$ cat src/rtl/serial_magnitude_comparator.sv
// serial_magnitude_comparator
//   Bit-serial unsigned magnitude comparator. An operand pair (a, b) is
//   accepted over a valid/ready handshake. It is scanned MSB-first, one bit
//   per cycle. A one-hot eq/lt/gt result is then returned over a second
//   valid/ready handshake.
//
//   Optional feature macro: SERIAL_CMP_EARLY_TERM_EN
//     defined     : the scan stops at the first differing bit (latency 1..WIDTH)
//     not defined : the scan always covers all WIDTH bits (latency WIDTH)
//   Both builds produce the same result flags.
//
// Ports
//   clk, rst_n           rising-edge clock, asynchronous active-low reset
//   in_valid / in_ready  operand handshake; in_ready is high only in IDLE
//   a, b                 WIDTH-bit unsigned operands
//   out_valid/out_ready  result handshake; out_valid is high only in DONE
//   a_eq_b/a_lt_b/a_gt_b one-hot result; all are 0 while out_valid is 0
//   busy                 high while in SCAN or DONE
//
// State | meaning
//   IDLE | waiting for an operand pair
//   SCAN | comparing one bit per cycle, MSB first
//   DONE | result held until downstream takes it

module serial_magnitude_comparator #(
  parameter int WIDTH = 8
) (
  input  logic             clk,
  input  logic             rst_n,
  input  logic             in_valid,
  output logic             in_ready,
  input  logic [WIDTH-1:0] a,
  input  logic [WIDTH-1:0] b,
  output logic             out_valid,
  input  logic             out_ready,
  output logic             a_eq_b,
  output logic             a_lt_b,
  output logic             a_gt_b,
  output logic             busy
);

  localparam int CW = (WIDTH > 1) ? $clog2(WIDTH) : 1;

  typedef enum logic [1:0] {
    ST_IDLE = 2'b00,
    ST_SCAN = 2'b01,
    ST_DONE = 2'b10
  } state_t;

  state_t           state_q, state_d;
  logic [WIDTH-1:0] sa_q, sa_d;
  logic [WIDTH-1:0] sb_q, sb_d;
  logic [CW-1:0]    cnt_q, cnt_d;
  logic             diff_q, diff_d;   // a difference has been recorded
  logic             rlt_q, rlt_d;     // recorded difference says A < B
  logic             eq_q, eq_d;
  logic             lt_q, lt_d;
  logic             gt_q, gt_d;
  logic             ov_q, ov_d;
  logic             bit_ne;
  logic             scan_exit;

  always_comb begin
    state_d   = state_q;
    sa_d      = sa_q;
    sb_d      = sb_q;
    cnt_d     = cnt_q;
    diff_d    = diff_q;
    rlt_d     = rlt_q;
    eq_d      = eq_q;
    lt_d      = lt_q;
    gt_d      = gt_q;
    ov_d      = ov_q;
    bit_ne    = sa_q[WIDTH-1] ^ sb_q[WIDTH-1];
    scan_exit = 1'b0;

    case (state_q)
      ST_IDLE: begin
        if (in_valid) begin
          sa_d    = a;
          sb_d    = b;
          cnt_d   = CW'(WIDTH - 1);
          diff_d  = 1'b0;
          rlt_d   = 1'b0;
          state_d = ST_SCAN;
        end
      end

      ST_SCAN: begin
        // Only the first difference counts; later ones cannot overwrite it.
        if (bit_ne && !diff_q) begin
          diff_d = 1'b1;
          rlt_d  = ~sa_q[WIDTH-1];
        end
        sa_d  = {sa_q[WIDTH-2:0], 1'b0};
        sb_d  = {sb_q[WIDTH-2:0], 1'b0};
        cnt_d = cnt_q - CW'(1);
`ifdef SERIAL_CMP_EARLY_TERM_EN
        scan_exit = bit_ne || (cnt_q == '0);
`else
        scan_exit = (cnt_q == '0);
`endif
        if (scan_exit) begin
          cnt_d   = cnt_q;            // hold at exit rather than wrap
          eq_d    = ~diff_d;
          lt_d    = diff_d & rlt_d;
          gt_d    = diff_d & ~rlt_d;
          ov_d    = 1'b1;
          state_d = ST_DONE;
        end
      end

      ST_DONE: begin
        if (out_ready) begin
          eq_d    = 1'b0;
          lt_d    = 1'b0;
          gt_d    = 1'b0;
          ov_d    = 1'b0;
          state_d = ST_IDLE;
        end
      end

      default: begin
        eq_d    = 1'b0;
        lt_d    = 1'b0;
        gt_d    = 1'b0;
        ov_d    = 1'b0;
        state_d = ST_IDLE;
      end
    endcase
  end

  always_ff @(posedge clk or negedge rst_n) begin
    if (!rst_n) begin
      state_q <= ST_IDLE;
      sa_q    <= '0;
      sb_q    <= '0;
      cnt_q   <= '0;
      diff_q  <= 1'b0;
      rlt_q   <= 1'b0;
      eq_q    <= 1'b0;
      lt_q    <= 1'b0;
      gt_q    <= 1'b0;
      ov_q    <= 1'b0;
    end else begin
      state_q <= state_d;
      sa_q    <= sa_d;
      sb_q    <= sb_d;
      cnt_q   <= cnt_d;
      diff_q  <= diff_d;
      rlt_q   <= rlt_d;
      eq_q    <= eq_d;
      lt_q    <= lt_d;
      gt_q    <= gt_d;
      ov_q    <= ov_d;
    end
  end

  assign in_ready  = (state_q == ST_IDLE);
  assign busy      = (state_q == ST_SCAN) || (state_q == ST_DONE);
  assign out_valid = ov_q;
  assign a_eq_b    = eq_q;
  assign a_lt_b    = lt_q;
  assign a_gt_b    = gt_q;

endmodule

$ cat config.mk
export PLATFORM = sky130hd
export DESIGN_NAME = serial_magnitude_comparator
export DESIGN_NICKNAME = d
export VERILOG_FILES = /design/src/rtl/serial_magnitude_comparator.sv
export SDC_FILE = /design/constraint.sdc
export NUM_CORES = 1
export LEC_CHECK = 0
export CAP_MARGIN = 40
export CELL_PAD_IN_SITES_DETAIL_PLACEMENT = 1
export CELL_PAD_IN_SITES_GLOBAL_PLACEMENT = 1
export CORE_UTILIZATION = 36
export DETAILED_ROUTE_END_ITERATION = 7
export HOLD_SLACK_MARGIN = 0.05
export PLACE_DENSITY = 0.75
export SETUP_SLACK_MARGIN = 0.3
export SLEW_MARGIN = 25
export SYNTH_ARGS = -nofsm -noshare
export SYNTH_HDL_FRONTEND = slang
export SYNTH_SLANG_ARGS = --single-unit
$ cat constraint.sdc
create_clock -name clk -period 1.6 [get_ports clk]
set_clock_uncertainty 0.2 [all_clocks]
set_input_delay 0.32 -clock clk [delete_from_list [all_inputs] [get_ports clk]]
set_output_delay 0.32 -clock clk [all_outputs]
set_load 0.005 [all_outputs]
### After elaboration in Yosys (flattened, before gate mapping)

Cells that the tools add are included.

| storage, ports and cells | value |
|---|---|
| flip-flop bits (word level) | 27 |
| input bits | 20 |

| operators by class | value |
|---|---|
| add/sub/neg operators | 1 |
| eq/ne operators | 6 |
| multiplexer cells | 27 |
| bitwise logic cells | 7 |
| reductions and logical operators | 10 |

Operators with widths:

| kind | count |
|---|---|
| 8-bit one-hot mux with 2 select lines | 2 |
| 8-bit 2-to-1 mux | 2 |
| 1-bit one-hot mux with 3 select lines | 4 |
| 1-bit 2-to-1 mux | 10 |
| 3-bit AND reduction | 3 |
| 2-bit inequality test, second input constant | 4 |
| 2-bit 2-to-1 mux | 3 |
| 3-bit 2-to-1 mux | 2 |
| 2-bit one-hot mux with 3 select lines | 1 |
| 3-bit one-hot mux with 2 select lines | 1 |
| 1-bit inverter | 4 |
| 1-bit one-hot mux with 2 select lines | 2 |
| 3-bit logical NOT | 1 |
| 3-bit by 1-bit subtractor with 3-bit output, second input constant | 1 |
| 1-bit AND | 2 |
| 2-bit by 1-bit == test with 1-bit output, second input constant | 1 |
| 2-bit == test, second input constant | 1 |
| 2-bit logical NOT | 1 |
| 2-bit AND reduction | 1 |
| 2-bit nonzero test | 1 |
| 1-bit logical AND | 1 |
| 1-bit logical NOT | 1 |
| 1-bit logical OR | 1 |
| 1-bit XOR | 1 |

### Depth between registers and ports, before layout

Gate-level depths: netlist of run 1.

| logic depth | value |
|---|---|
| depth after elaboration | 8 |
| depth in mapped cells | 7 |

### Worst setup path before layout of run 1

Ideal clock, no wire load.

| timing | value |
|---|---|
| path kind | flip-flop to flip-flop |
| from | register cnt_q[0] |
| to | register state_q[1] |
| library setup time | 0.125 ns |
| arrival time | 1.362 ns |
| path slack | -0.087 ns |
| cell stages (with the launch flop) | 7 |
| buffers on the path | 0 |
| period minus slack after synthesis | 1.687 ns |
| cell sequence | dfrtp_1 inv_1 ha_1 ha_1 nand2b_1 nand3_1 mux2_2 |

| on the way | value |
|---|---|
| longest elaborated chain between the ends | 3 |

RTL lines:

| element | RTL line | source |
|---|---|---|
| start, declared | 53 | `logic [CW-1:0] cnt_q, cnt_d;` |
| start signal, assigned | 149 | `cnt_q <= cnt_d;` |
| 3-bit logical NOT | 101 | `scan_exit = (cnt_q == '0);` |
| 2-bit inequality test (no source line) | - |  |
| 3-bit AND reduction (no source line) | - |  |
| end signal, assigned | 146 | `state_q <= state_d;` |
| end, declared | 50 | `state_t state_q, state_d;` |

Every way passes these cells.
A chain may end at the register's enable or synchronous reset.

### Final worst setup path of run 1

| timing | value |
|---|---|
| from | register state_q[1] |
| to | register cnt_q[2] |

| on the way | value |
|---|---|
| longest elaborated chain between the ends | 3 |
| elaborated cells between the ends (all ways) | 7 |
| those cells by class | 3 x eq/ne; 1 x mux; 3 x reduce/logical |

RTL lines:

| element | RTL line | source |
|---|---|---|
| 2-bit by 1-bit == test with 1-bit output or 2-bit logical NOT (tied branches) | 77 | `case (state_q)` |
| 2-bit inequality test (no source line) or 2-bit nonzero test (tied branches) | - |  |
| 3-bit AND reduction (no source line) | - |  |

Several ways; a longest one is shown, not always the timed one.

==> metrics.md, run 1 <==
| Metric | Value |
|---|---|
| Setup violators final | 29 |
| Die X | 64.6 um |
| Layout Area Growth over Synthesis | 64.0% |
| Most frequent cells in the layout | dfrtp_1, clkdlybuf4s50_1, buf_4 |
| Htree depth | 1 |
| Synth cell types | 26 |
| GPL Wtd Cong | 0.717 |
| Initial antenna violation count | 0 |
| Drt wl/cell | 17.1 um |
| Die height | 64.6 um |
| Synth Area per Inst | 10.5 um2 |
| Most common cell after layout, fill and taps aside | dfrtp_1 |
| Final worst path period need | 1740 ps |
| Element type at the critical path end | register |
| Pwr dens | 1910 nW/um2 |
| Final Total Pwr | 4.42 mW |
| Met1 Usage GRT | 0.227 |
| Met2 usage | 0.364 |
| Critical path type | reg -> reg |
| Row cnt | 22 |
| Placed Cells | 214 |
| Synth Instances | 134 |
| Ys Warns | 0 |
| Drt first-iter violations | 23 |
| Fin util | 0.622 |
| Inserted Clock Buffers | 3 |
| Synth async-reset ratio | 1.00 |
| Hold Path Class | in -> async |
| Layout cell share with drive strength beyond 1 | 0.426 |
| Crit-path cells | inv_2 -> ha_4 -> buf_6 -> mux2i_4 -> buf_12 -> clkbuf_16 -> a22oi_2 |
| Final Max Tran Viols | 0 |
| Layout net count | 216 |
| IO Pins | 26 |
| Clk slew on worst S/H paths | 100 ps |
| Tcrit/Tclk final | 1.09 |
| CP startpoint kind | register |
| Synth Net Count | 159 |
| Number of max-cap violations | 0 |
| DP Area | 1850 um2 |
| Slew @ Worst Pin | 214 ps |
| Leakage power | 1.05 nW |
| Clk buf depth | 2 |
| Busiest grt layer | met2 |
| First-pass GRT wire length | 6230 um |
| Cell Count, Final, Fillers Out | 238 |
| Via Count | 1206 |
| Worst-path fanout max | 4 |
| Max-slew headroom | 0.854 |
| Fmax | 575 MHz |
| Port bufs | 25 |
| Post-place setup slack | -312 ps |
| Root Driver | clkbuf_8 |
| Largest net degree at the start of global routing | 28 |
| RSZ-0062 raised after global routing | true |
| GRT Residual Overflow | 0 |
| CTS tree | built |
| Number of synthesized flops with an enable pin | 0 |
| Crit-path max cell delay | 410 ps |
| Post-Route WL | 4060 um |
| Residual DRC | 0 |
| Full die area | 4170 um2 |
| Starting Density | 0.379 |
| Synth Register Bits | 27 |
| Antenna Nets Post-Route | 0 |
| Synthesized area | 1410 um2 |
| Status | finished, violations left |
| Worst Path Arrival | 1700 ps |
| Worst Setup Slack, final | -139 ps |
| Failing checks | negative setup slack |
| Clock sinks | 27 |
| Worst EP required | 1570 ps |
| Post-synthesis sequential area ratio | 0.480 |
| M3 GR Usage | 0.0299 |
| Initial DRT Pass Iterations | 4 |
| HPWL after DPL | 2240 um |
| Number of global-route vias before repair | 1311 |
| Maximum VDD drop | 0.925 mV |
| Ys flop type | dfrtp_1 |
| Final hold vios | 0 |
| Total GRT Usage | 0.202 |
| Worst skew pair latency | 280 ps |
| Crit-path slowest cell | dfrtp_1 |
| Antenna cell count | 0 |
| Via/cell ratio | 5.07 |
| Worst R2R Path Depth | 7 |
| Core area | 3720 um2 |
| Final Cell Area | 2310 um2 |
## critical path, delay by kind of cell (launching register included)
family,cells,cell delay (ps)
buffers and inverters,4,530
flip-flops,1,410
multiplexers,1,270
adder cells (fa/ha/maj),1,150
AO/OA/AOI/OAI,1,70
## state kept, by name, summed over array words and instances, names as in the netlist
register and cells:
out_valid 1, sb_q 8, sa_q 8, cnt_q 3, rlt_q 1, a_lt_b 1
state_q 2, a_gt_b 1, a_eq_b 1, diff_q 1
## stage by stage
stage	hold slack (ps)	setup TNS, ps
2_1_floorplan	-176	0
3_3_place_gp	262	-1900
3_5_place_dp	281	-3010
4_1_cts	198	-1560
5_1_grt	212	-4600
6_report	193	-2890
## per-layer routing
metal	vias to the layer above	wire length [um]
met1	593	1670
met3	7	132
li1	575	-
met2	31	2180
met5	-	0
met4	0	79
## synthesized netlist by cell type (2+ instances only)
cell type | count | area [um2]
a31oi_1 | 2 | 12.5
mux2i_1 | 15 | 150
buf_4 | 2 | 15.0
inv_1 | 6 | 22.5
dfrtp_1 | 27 | 676
o21ai_0 | 19 | 95.1
o22ai_1 | 2 | 12.5
nand2_1 | 20 | 75.1
nand2b_1 | 10 | 62.6
a22oi_1 | 4 | 30.0
buf_6 | 4 | 45.0
a22o_1 | 3 | 26.3
and2b_1 | 2 | 15.0
nand3_1 | 2 | 10.0
ha_1 | 5 | 62.6
## area by class of cell
cell class	count	area, um2
fill	387	1410
timing repair buffer	59	666
clock inverter	1	7.51
sequential	27	676
clock buffer	3	41.3
tap	48	60.1
multi-input combinational	94	838
inverter	6	22.5
## power by group
part	leakage (nW)	internal, mW	switching, mW	total, mW
Combinational	0.692	1.63	1.23	2.86
Clock	0.0217	0.177	0.235	0.413
Sequential	0.338	0.940	0.207	1.15
## kinds of logic (layout without fill, tap and decap cells)
family	count (synthesis)	in the layout	share of synthesized area
buf+inv	13	69	0.0622
flops	27	27	0.480
mux	17	17	0.131
fa+ha+maj	5	5	0.0444
compound gates	34	34	0.145
simple gates	38	38	0.139
## path summary, 6_finish.rpt
kind,start,to,slack (ps)
worst max register to register,state_q[1],cnt_q[2],-140
worst min register to register,sb_q[4],sb_q[4],300
worst min-delay path,rst_n,cnt_q[2],190
worst max-delay path,state_q[1],cnt_q[2],-140
min in group clk,sb_q[4],sb_q[4],300
max in group asynchronous,rst_n,sa_q[6],850
## repair_timing
action,in CTS,in global routing
setup buffers,12,4
setup endpoints to repair,33,33
cloned,2,2
hold buffers,0,0
pin swaps,3,7
gates resized for setup,47,30
No activity file was read; power rests on OpenSTA's default activity.
==> run 2: changes to the inputs <==
--- a/config.mk
+++ b/config.mk
@@ -11,7 +11,7 @@
 export CORE_UTILIZATION = 36
 export DETAILED_ROUTE_END_ITERATION = 7
 export HOLD_SLACK_MARGIN = 0.05
-export PLACE_DENSITY = 0.75
+export PLACE_DENSITY = 0.82
 export SETUP_SLACK_MARGIN = 0.3
 export SLEW_MARGIN = 25
 export SYNTH_ARGS = -nofsm -noshare
==> metrics.md, run 2 (synthesis results as in run 1) <==
| Metric | Value |
|---|---|
| Initial DRT Pass Iterations | 3 |
| Drt wl/cell | 14.6 um |
| Inserted Clock Buffers | 3 |
| HPWL after DPL | 2500 um |
| Worst EP required | 1580 ps |
| Layout Area Growth over Synthesis | 38.4% |
| Antenna cell count | 0 |
| Max-slew headroom | 0.847 |
| Largest registers | sa_q (8), sb_q (8), cnt_q (3) |
| GRT Residual Overflow | 0 |
| Largest net degree at the start of global routing | 34 |
| Most frequent cells in the layout | dfrtp_1, nand2_1, clkdlybuf4s50_1 |
| GPL Wtd Cong | 0.779 |
| Final worst path period need | 1650 ps |
| Residual DRC | 0 |
| Net Sw Frac | 0.382 |
| Initial antenna violation count | 0 |
| Pwr dens | 1730 nW/um2 |
| Flop pwr share | 0.333 |
| Logic pwr share | 0.546 |
| Worst Path Arrival | 1630 ps |
| Int Power | 2.09 mW |
| Core area | 3720 um2 |
| Slew @ Worst Pin | 229 ps |
| Htree depth | 1 |
| Leakage power | 0.880 nW |
| Via/cell ratio | 4.90 |
| Post-place setup slack | -203 ps |
| Clock sinks | 27 |
| CTS tree | built |
| Drt first-iter violations | 18 |
| Clk slew on worst S/H paths | 100 ps |
| Most common cell after layout, fill and taps aside | dfrtp_1 |
| Critical path type | reg -> reg |
| CP startpoint kind | register |
| Layout cell share with drive strength beyond 1 | 0.251 |
| Die height | 64.6 um |
| Fmax | 607 MHz |
| Setup TNS | -166 ps |
| Fin util | 0.525 |
| Via Count | 1092 |
| Filler cell count | 433 |
| IO Pins | 26 |
| DP Area | 1820 um2 |
| Tcrit/Tclk final | 1.03 |
| Element type at the critical path end | register |
| Worst skew pair latency | 280 ps |
| Full die area | 4170 um2 |
| Maximum VDD drop | 0.662 mV |
| Final Max Tran Viols | 0 |
| Layout net count | 201 |
| Clk buf depth | 2 |
| Setup violators final | 14 |
| Die X | 64.6 um |
| Post-Route WL | 3270 um |
| Hold Path Class | in -> async |
| Worst-path fanout max | 5 |
| RSZ-0062 raised after global routing | true |
| Root Driver | clkbuf_8 |
| Antenna Nets Post-Route | 0 |
| Row cnt | 22 |
| Worst Setup Slack, final | -48.3 ps |
| Final Total Pwr | 3.38 mW |
| First-pass GRT wire length | 5550 um |
| Final Cell Area | 1950 um2 |
| Number of max-cap violations | 0 |
| Total GRT Usage | 0.175 |
| Status | finished, violations left |
| Number of global-route vias before repair | 1185 |
| Starting Density | 0.379 |
| Clock Power Share | 0.121 |
| Final hold vios | 0 |
| Failing checks | negative setup slack |
| Sw Pwr | 1.29 mW |
| Port bufs | 25 |
run 2: worst paths after layout:
path,from,end,slack (ps),cells after the start
max,cnt_q[0],a_gt_b,-50,6
min,rst_n,out_valid,180,2
max reg2reg,cnt_q[0],a_gt_b,-50,6
min reg2reg,sa_q[3],sa_q[3],300,2
max in group asynchronous,rst_n,cnt_q[1],840,2
min in group clk,sa_q[3],sa_q[3],300,2
run 2: power groups by stage:
stage          logic (mW)  registers (mW)  clock network, mW
6_report             1.85            1.13              0.409
3_3_place_gp         1.58            1.10                  0
4_1_cts              1.85            1.12              0.422
2_1_floorplan        1.18            1.07                  0
5_1_grt              2.06            1.16              0.459
3_5_place_dp         1.68            1.13                  0
run 2: layer usage:
layer,GRT usage,wire length [um],share of wire
met3,0.0282,104,0.032
met1,0.208,1440,0.44
met2,0.318,1680,0.51
met5,0,0,0
met4,0.0583,42,0.013
run 2: worst max-delay path: stages (launching register included):
cell and delay [ps]:
dfrtp_1 400, inv_2 90, ha_4 140, ha_4 130, nand2b_4 130, nand3b_1 180, a22o_1 290
run 2: metrics by stage:
stage | instances | hold WS [ps]
finish | 223 | 183
global route | 223 | 201
CTS | 223 | 197
detailed placement | 214 | 281
global placement | 214 | 264
floorplan | 134 | -176
run 2: area by class of cell:
class	count	area [um2]	share of cell area
Clock buffer	3	41.3	0.0212
Tap cell	48	60.1	0.0308
Timing Repair Buffer	44	410	0.211
Inverter	6	22.5	0.0116
Multi-Input combinational cell	94	731	0.375
Sequential cell	27	676	0.347
Clock inverter	1	8.76	0.00449
run 2: timing repair:
action	CTS	global route
hold buffers	0	0
gates resized for setup	40	3
setup buffers	5	0
endpoints found under the setup margin	33	33
pin swaps	6	1
